--- src/rtl/mem_ctrl_pkg.sv ---
// Shared definitions for the word-to-byte memory controller: request flag
// encodings, controller state encoding and the byte lane select helper.
package mem_ctrl_pkg;

   localparam logic [1:0] RW_NONE  = 2'b00;
   localparam logic [1:0] RW_READ  = 2'b01;
   localparam logic [1:0] RW_WRITE = 2'b10;

   localparam logic [2:0] ST_IDLE      = 3'd0;
   localparam logic [2:0] ST_READ      = 3'd1;
   localparam logic [2:0] ST_READ_TAIL = 3'd2;
   localparam logic [2:0] ST_WRITE     = 3'd3;
   localparam logic [2:0] ST_DONE      = 3'd4;

   typedef enum logic [2:0] {
      IDLE      = ST_IDLE,
      READ      = ST_READ,
      READ_TAIL = ST_READ_TAIL,
      WRITE     = ST_WRITE,
      DONE      = ST_DONE
   } state_t;

   // Little-endian lane select: lane i is word[8i+7:8i].
   function automatic logic [7:0] byte_lane(input logic [31:0] word, input logic [1:0] lane);
      logic [7:0] b;
      case (lane)
         2'd0:    b = word[7:0];
         2'd1:    b = word[15:8];
         2'd2:    b = word[23:16];
         default: b = word[31:24];
      endcase
      return b;
   endfunction

endpackage

--- src/rtl/mem_ctrl.sv ---
// Memory-side responder: turns one 32-bit word request from the cache into a
// sequence of byte accesses on a single-port byte-wide RAM with 1-cycle read latency.
module mem_ctrl
   import mem_ctrl_pkg::*;
#(
   parameter int RAM_ADDR_BIT = 17
) (
   input  logic                    clk,
   input  logic                    rst,
   input  logic                    rdy_in,
   input  logic [1:0]              mem_rw_flag,
   input  logic [31:0]             mem_addr,
   input  logic [31:0]             mem_write_data,
   input  logic [3:0]              mem_write_mask,
   output logic [31:0]             mem_read_data,
   output logic                    mem_busy,
   output logic                    mem_done,
   output logic [RAM_ADDR_BIT-1:0] ram_a,
   output logic [7:0]              ram_dout,
   input  logic [7:0]              ram_din,
   output logic                    ram_wr
);

   // Handshake: a request is taken on a rising edge where mem_rw_flag != 0,
   // rdy_in = 1 and the controller is in IDLE or DONE (mem_busy = 0); requests
   // seen while busy are dropped. mem_done pulses for one cycle when the word
   // completes, and mem_read_data is valid in that cycle for reads.

   state_t state, state_d;

   logic [1:0]              lane, lane_d;
   logic [RAM_ADDR_BIT-1:0] req_base, base_d;
   logic [31:0]             req_data, data_d;
   logic [3:0]              req_mask, mask_d;
   logic [23:0]             rd_buf, rd_buf_d;
   logic [31:0]             read_data_d;
   logic [RAM_ADDR_BIT-1:0] ram_a_q, ram_a_d, prev_a;
   logic [7:0]              ram_dout_d;
   logic                    ram_wr_q, ram_wr_d;

   logic [RAM_ADDR_BIT-1:0] new_base;
   logic [3:0]              scan_mask;
   logic [2:0]              scan_from;
   logic                    scan_hit;
   logic [1:0]              scan_lane;

   logic unused_addr_bits;
   assign unused_addr_bits = ^mem_addr;

   assign new_base = RAM_ADDR_BIT'({mem_addr[31:2], 2'b00});

   function automatic logic [RAM_ADDR_BIT-1:0] lane_addr(input logic [RAM_ADDR_BIT-1:0] base,
                                                        input logic [1:0] l);
      return base + RAM_ADDR_BIT'(l);
   endfunction

   // Next set mask bit at or above scan_from; lowest index wins.
   always_comb begin
      if (state == WRITE) begin
         scan_mask = req_mask;
         scan_from = {1'b0, lane} + 3'd1;
      end else begin
         scan_mask = mem_write_mask;
         scan_from = 3'd0;
      end
      scan_hit  = 1'b0;
      scan_lane = 2'd0;
      for (int i = 3; i >= 0; i--) begin
         if (scan_mask[i] && (3'(i) >= scan_from)) begin
            scan_hit  = 1'b1;
            scan_lane = 2'(i);
         end
      end
   end

   always_comb begin
      state_d     = state;
      lane_d      = lane;
      base_d      = req_base;
      data_d      = req_data;
      mask_d      = req_mask;
      rd_buf_d    = rd_buf;
      read_data_d = mem_read_data;
      ram_a_d     = ram_a_q;
      ram_dout_d  = ram_dout;
      ram_wr_d    = 1'b0;
      case (state)
         IDLE, DONE: begin
            state_d = IDLE;
            if (mem_rw_flag != RW_NONE) begin
               base_d = new_base;
               data_d = mem_write_data;
               mask_d = mem_write_mask;
               lane_d = 2'd0;
               if ((mem_rw_flag & RW_READ) != RW_NONE) begin
                  state_d = READ;
                  ram_a_d = new_base;
               end else if (mem_rw_flag == RW_WRITE && scan_hit) begin
                  state_d    = WRITE;
                  lane_d     = scan_lane;
                  ram_a_d    = lane_addr(new_base, scan_lane);
                  ram_dout_d = byte_lane(mem_write_data, scan_lane);
                  ram_wr_d   = 1'b1;
               end else begin
                  state_d = DONE;
               end
            end
         end
         READ: begin
            // ram_din carries the byte addressed one step before the current lane.
            case (lane)
               2'd1:    rd_buf_d[7:0]   = ram_din;
               2'd2:    rd_buf_d[15:8]  = ram_din;
               2'd3:    rd_buf_d[23:16] = ram_din;
               default: rd_buf_d        = rd_buf;
            endcase
            if (lane == 2'd3) begin
               state_d = READ_TAIL;
            end else begin
               lane_d  = lane + 2'd1;
               ram_a_d = lane_addr(req_base, lane + 2'd1);
            end
         end
         READ_TAIL: begin
            read_data_d = {ram_din, rd_buf};
            state_d     = DONE;
         end
         WRITE: begin
            if (scan_hit) begin
               lane_d     = scan_lane;
               ram_a_d    = lane_addr(req_base, scan_lane);
               ram_dout_d = byte_lane(req_data, scan_lane);
               ram_wr_d   = 1'b1;
            end else begin
               state_d = DONE;
            end
         end
         default: state_d = IDLE;
      endcase
   end

   always_ff @(posedge clk or posedge rst) begin
      if (rst) begin
         state <= IDLE;
      end else if (rdy_in) begin
         state <= state_d;
      end
   end

   always_ff @(posedge clk or posedge rst) begin
      if (rst) begin
         lane          <= 2'd0;
         req_base      <= '0;
         req_data      <= 32'd0;
         req_mask      <= 4'd0;
         rd_buf        <= 24'd0;
         mem_read_data <= 32'd0;
         ram_a_q       <= '0;
         prev_a        <= '0;
         ram_dout      <= 8'd0;
         ram_wr_q      <= 1'b0;
      end else if (rdy_in) begin
         lane          <= lane_d;
         req_base      <= base_d;
         req_data      <= data_d;
         req_mask      <= mask_d;
         rd_buf        <= rd_buf_d;
         mem_read_data <= read_data_d;
         ram_a_q       <= ram_a_d;
         prev_a        <= ram_a_q;
         ram_dout      <= ram_dout_d;
         ram_wr_q      <= ram_wr_d;
      end
   end

   // The RAM keeps reading while frozen; re-presenting the previous address
   // keeps ram_din pointing at the byte the next capture expects on resume.
   assign ram_a    = rdy_in ? ram_a_q : prev_a;
   assign ram_wr   = ram_wr_q & rdy_in;
   assign mem_done = (state == DONE);
   assign mem_busy = (state == READ) || (state == READ_TAIL) || (state == WRITE);

endmodule

--- config.mk ---
export PLATFORM = sky130hd
export DESIGN_NAME = mem_ctrl
export DESIGN_NICKNAME = d
export VERILOG_FILES = /design/src/rtl/mem_ctrl_pkg.sv /design/src/rtl/mem_ctrl.sv
export SDC_FILE = /design/constraint.sdc
export NUM_CORES = 1
export LEC_CHECK = 0
export CORE_MARGIN = 3
export CORE_UTILIZATION = 44
export CTS_CLUSTER_SIZE = 25
export DETAILED_ROUTE_END_ITERATION = 8
export GPL_TIMING_DRIVEN = 0
export PLACE_DENSITY = 0.7
export SYNTH_ARGS = -nofsm -noshare
export SYNTH_HDL_FRONTEND = slang
export SYNTH_SLANG_ARGS = --single-unit
--- constraint.sdc ---
create_clock -name clk -period 6.4 [get_ports clk]
set_input_delay 1.28 -clock clk [delete_from_list [all_inputs] [get_ports clk]]
set_output_delay 1.28 -clock clk [all_outputs]
set_load 0.05 [all_outputs]
==> run metrics, run 1 <==
Syn Nets 621; clock root buffer clkbuf_16; vias per cell 5.39; Synth cell types 57; Slew @ Worst Pin 740 ps; diodes inserted 0; most common cell after layout, fill and taps aside dfrtp_1; GR Layer Usage met1 0.251; Via Count 4877; Detail Route Antenna Nets 0; I/O pin cnt 141; Final WS setup 1340 ps; cts repair resizes 0; DRT Wirelength 16600 µm; dpl ws 1340 ps; Synth top area share 0.554; register-to-register path setup slack 3720 ps; final core utilization 0.592; Final #Nets 764; Syn Area/Cell 13.0 µm²; first-pass GRT wire length 27100 µm; hold buffer count at CTS 0; Die ar. 17500 µm²; Max clock buf depth 2; CP required 5120 ps; Critical R2R Launch lane[0]; total power per unit cell area 548 nW/µm²; Tmin final 5060 ps; DP Wirelength 12000 µm; TritonCTS clock tree yes; EDFF count, synth 0; Reg-to-Reg End ram_dout[0]; CORE AREA 15400 µm²; TritonRoute pass-1 iters 5; Peak VDD IR 0.375 mV; MaxCap Viol Count 0; total grt overflow 0; routability cong. 0.891; area growth from synthesis to layout 30.0%; WP data arrival 3780 ps; hold crit path type register to register; Die Width 132 µm; Most used DFF post-synth dfrtp_1; outcome completed; post-synthesis register bit count 155; Startpoint Class input port; setup violators final 0; largest net degree at the start of global routing 82; Crit Path Max Fanout 10; vias in the first global route 5157; row count 45; cell accounting for the most synthesized area dfrtp_1; share of synthesized flip-flops with an asynchronous set or reset 1.00; fin area 9110 µm²; Power Total 4.99 mW; Port Buf Inserts 123; placed cell area 8530 µm²; CTS buffer count 17; FF-to-FF path depth 9; die height 132 µm; Worst setup EP type output pin; largest cells by area after synthesis dfrtp_1 (55%), mux2_2 (21%), mux2i_1 (3.4%); post-synthesis sequential area ratio 0.554; GR Util met2 0.323; crit path launch rdy_in; cells after synthesis 537; Post-CTS Setup Bufs 0; Global Route met3 Usage 0.0466; H-tree level count 4; clk slew on worst S/H paths 60 ps; initial antenna violation count 0; Synth Cell Area 7010 µm²; Starting Density 0.456; most frequent cells in the layout dfrtp_1 (155), mux2_2 (130), clkdlybuf4s50_1 (123), o21ai_0 (30), nor2_1 (26); final hold viol count 0; relative slew slack 0.506; Clk Latency, worst-skew pair 430 ps; Critical path destination ram_a[7]; Tcrit/Tclk final 0.790; clk sink count 155; layer with the highest usage met2; WL per Instance 18.3 µm; yosys warns 0; Max Transition Viols Final 0; residual DRC count 0; setup_tns 0 ps; RSZ-0062 raised after global routing false; first-iteration detailed-routing DRC count 199; critical path class input port to output pin; Total GRT Usage 0.195; clock skew 8.24 ps; share of cells above drive strength 1 0.289; FMAX 0.198 GHz; leakage power 3.94 nW
routing by layer:
metal	routed length [µm]	vias up
met2	8130	164
met5	0	-
met1	7140	2440
met4	391	0
li1	-	2241
met3	912	32
flip-flops by register name, indices dropped and copies added, names as in the netlist:
| name | cells |
|---|---|
| ram_dout | 8 |
| state | 3 |
| mem_read_data | 32 |
| ram_a_q | 17 |
| lane | 2 |
| prev_a | 17 |
| req_base | 15 |
| req_data | 32 |
| rd_buf | 24 |
| ram_wr_q | 1 |
| req_mask | 4 |
kinds of logic after synthesis:
logic type               Yosys count  synth area share
AO/OA/AOI/OAI                     86            0.0918
adder cells (fa/ha/maj)            3           0.00536
buffers and inverters             43            0.0316
flip-flops                       155             0.554
multiplexers                     157             0.250
AND/OR/NAND/NOR                   93            0.0673
worst min path at each step:
stage / startpoint / cells past startpoint / slack [ps] / to
CTS: ram_a_q[15] / 2 / 480 / ram_a_q[15]
global placement: ram_a_q[16] / 2 / 460 / ram_a_q[16]
detailed placement: ram_a_q[15] / 2 / 470 / ram_a_q[15]
finish: ram_a_q[3] / 2 / 480 / ram_a_q[3]
floorplan: ram_a_q[0] / 2 / 440 / ram_a_q[0]
global route: ram_a_q[15] / 2 / 490 / ram_a_q[15]
power by group:
group          internal (mW)  total [mW]  switching (mW)
sequential              1.47        1.72           0.252
clock                  0.558       0.966           0.408
combinational          0.959        2.30            1.35
total                   2.99        4.99            2.01
cell type report:
cell class | count | area [µm²]
multi-input combinational | 339 | 2910
tap | 211 | 264
clock inverter | 12 | 116
timing repair buffer | 124 | 1260
fill | 1231 | 6260
inverter | 15 | 61.3
clock buffer | 20 | 457
sequential | 155 | 3880
buffer | 28 | 165
through the flow:
stage	std cells	hold WS (ps)
2_1_floorplan	537	444
3_3_place_gp	871	461
3_5_place_dp	872	469
4_1_cts	904	482
5_1_grt	904	493
6_report	904	483
cell usage after synthesis, drive strengths merged, types with 3 or more instances:
cell and number:
and2 5, buf 25, mux2i 25, a211o 8, clkbuf 3, o211ai 3, ha 3, nand2 23
o21ai 34, nor3 18, a221oi 8, o221ai 7, dfrtp 155, nor2 29, a21oi 3, inv 15
mux2 132, nand2b 6, a211oi 3
critical path: stages:
cell	delay [ps]
clkdlybuf4s50_1	500
clkbuf_1	390
buf_1	470
mux2_2	410
clkdlybuf4s50_1	730
No activity file was read; power rests on OpenSTA's default activity.
==> inputs of run 2 (changes only) <==
Clock period 6.4 ns to 5.02 ns, I/O delays scaled along.
==> run metrics, run 2 (synthesized netlist as in run 1, its figures left out) <==
Critical path destination ram_a[15]; DRT Wirelength 16300 µm; clock root buffer clkbuf_16; Startpoint Class input port; Worst path slowest cell clkdlybuf4s50_1; residual DRC count 0; setup violators final 0; FF-to-FF path depth 8; FMAX 0.222 GHz; Internal 3.96 mW; Tmin final 4510 ps; leakage power 3.99 nW; most common cell after layout, fill and taps aside dfrtp_1; post-placement cell count 874; Post-CTS Setup Bufs 0; Final #Nets 766; first-pass GRT wire length 27000 µm; fin area 9210 µm²; Crit Path Max Fanout 10; placed cell area 8560 µm²; CP peak stage delay 710 ps; critical path class input port to output pin; routability cong. 0.866; Detail Route Antenna Nets 0; clock skew 12.7 ps; WL per Instance 18.0 µm; sequential share of power 0.336; row count 45; total power per unit cell area 707 nW/µm²; Peak VDD IR 0.334 mV; H-tree level count 4; I/O pin cnt 141; relative slew slack 0.492; Max Transition Viols Final 0; first-iteration detailed-routing DRC count 206; WP data arrival 3500 ps; Port Buf Inserts 123; vias per cell 5.37; Starting Density 0.456; CP Cell Sequence clkdlybuf4s50_1 -> clkbuf_1 -> buf_1 -> mux2_2 -> clkdlybuf4s50_1; Sw Ratio 0.392; outcome completed; TritonCTS clock tree yes; most used cell, CP clkdlybuf4s50_1; most frequent cells in the layout dfrtp_1 (155), mux2_2 (130), clkdlybuf4s50_1 (123), o21ai_0 (30), nor2_1 (26); Clk Latency, worst-skew pair 430 ps; hold buffer count at CTS 0; DP Wirelength 12000 µm; clk sink count 155; cts repair resizes 0; CP required 4020 ps; hold crit path type register to register; dpl ws 517 ps; Clock Power Share 0.211; area growth from synthesis to layout 31.4%; share of cells above drive strength 1 0.292; Worst path top cell family by delay buffers and inverters; final hold viol count 0; Cell Count, Final, Fillers Out 906; vias in the first global route 5236; clk slew on worst S/H paths 60 ps; die height 132 µm; Max clock buf depth 2; Reg-to-Reg End ram_dout[5]; top flop regs mem_read_data (32), req_data (32), rd_buf (24); Die Width 132 µm; Slew @ Worst Pin 763 ps; Final WS setup 513 ps; crit path launch rdy_in; Die ar. 17500 µm²; total grt overflow 0; Worst setup EP type output pin; TritonRoute pass-1 iters 5; diodes inserted 0; Critical R2R Launch lane[0]; Tcrit/Tclk final 0.898; final core utilization 0.599; cell count along the critical path 5; register-to-register path setup slack 2310 ps; CORE AREA 15400 µm²; initial antenna violation count 0; CTS buffer count 17; MaxCap Viol Count 0; Bufs and invs on worst path 4; largest net degree at the start of global routing 47; Via Count 4868; RSZ-0062 raised after global routing false; Total GRT Usage 0.194; setup_tns 0 ps; Comb power frac 0.453; net load switching power 2.55 mW
## run 2: cell types whose count changed in the layout (fill, tap and decap cells not counted)
cell,before,now
clkbuf_1,4,3
buf_16,1,0
inv_6,2,1
buf_12,0,3
bufinv_16,1,4
clkinv_4,6,3
inv_8,0,1
clkinv_2,2,3
## run 2: worst min-delay path by stage
| stage | startpoint | endpoint | slack, ps | cells after the start |
|---|---|---|---|---|
| after floorplan | ram_a_q[0] | ram_a_q[0] | 440 | 2 |
| after global placement | ram_a_q[15] | ram_a_q[15] | 460 | 2 |
| after detailed placement | ram_a_q[8] | ram_a_q[8] | 470 | 2 |
| after CTS | ram_a_q[8] | ram_a_q[8] | 480 | 2 |
| after global routing | prev_a[9] | prev_a[9] | 510 | 1 |
| final | ram_a_q[8] | ram_a_q[8] | 480 | 2 |
## run 2: layout make-up
cell class	instances	area (µm²)
fill	1227	6160
sequential	155	3880
multi-input combinational	339	2910
timing repair buffer	126	1290
clock buffer	19	453
tap	211	264
clock inverter	13	189
buffer	28	165
inverter	15	60.1
## run 2: layer usage
layer  up-vias  wire length [µm]  track usage
li1       2242                 -            -
met1      2446              7070        0.249
met2       148              8160        0.323
met3        32               763       0.0519
met4         0               329       0.0618
met5         -                 0            0
## run 2: per-stage QoR
stage / power (mW) / hold slack, ps
after floorplan: 4.23 / 444
after global placement: 5.07 / 457
after detailed placement: 5.16 / 467
after CTS: 6.56 / 481
after global routing: 6.86 / 513
final: 6.51 / 479
## run 2: power groups by stage
stage	Combinational, mW	Clock (mW)	Sequential, mW
3_3_place_gp	2.89	0	2.18
6_report	2.95	1.37	2.19
2_1_floorplan	1.56	0	2.67
5_1_grt	3.13	1.46	2.27
4_1_cts	2.97	1.40	2.19
3_5_place_dp	2.95	0	2.21
## run 2: worst register-to-register path: stages (launching register included)
cell      delay (ps)
dfrtp_1          460
inv_1            110
ha_1             340
nor2b_1          290
a211oi_2         150
or2_1            280
and2_1           250
nor2_1           510
o221ai_1         190
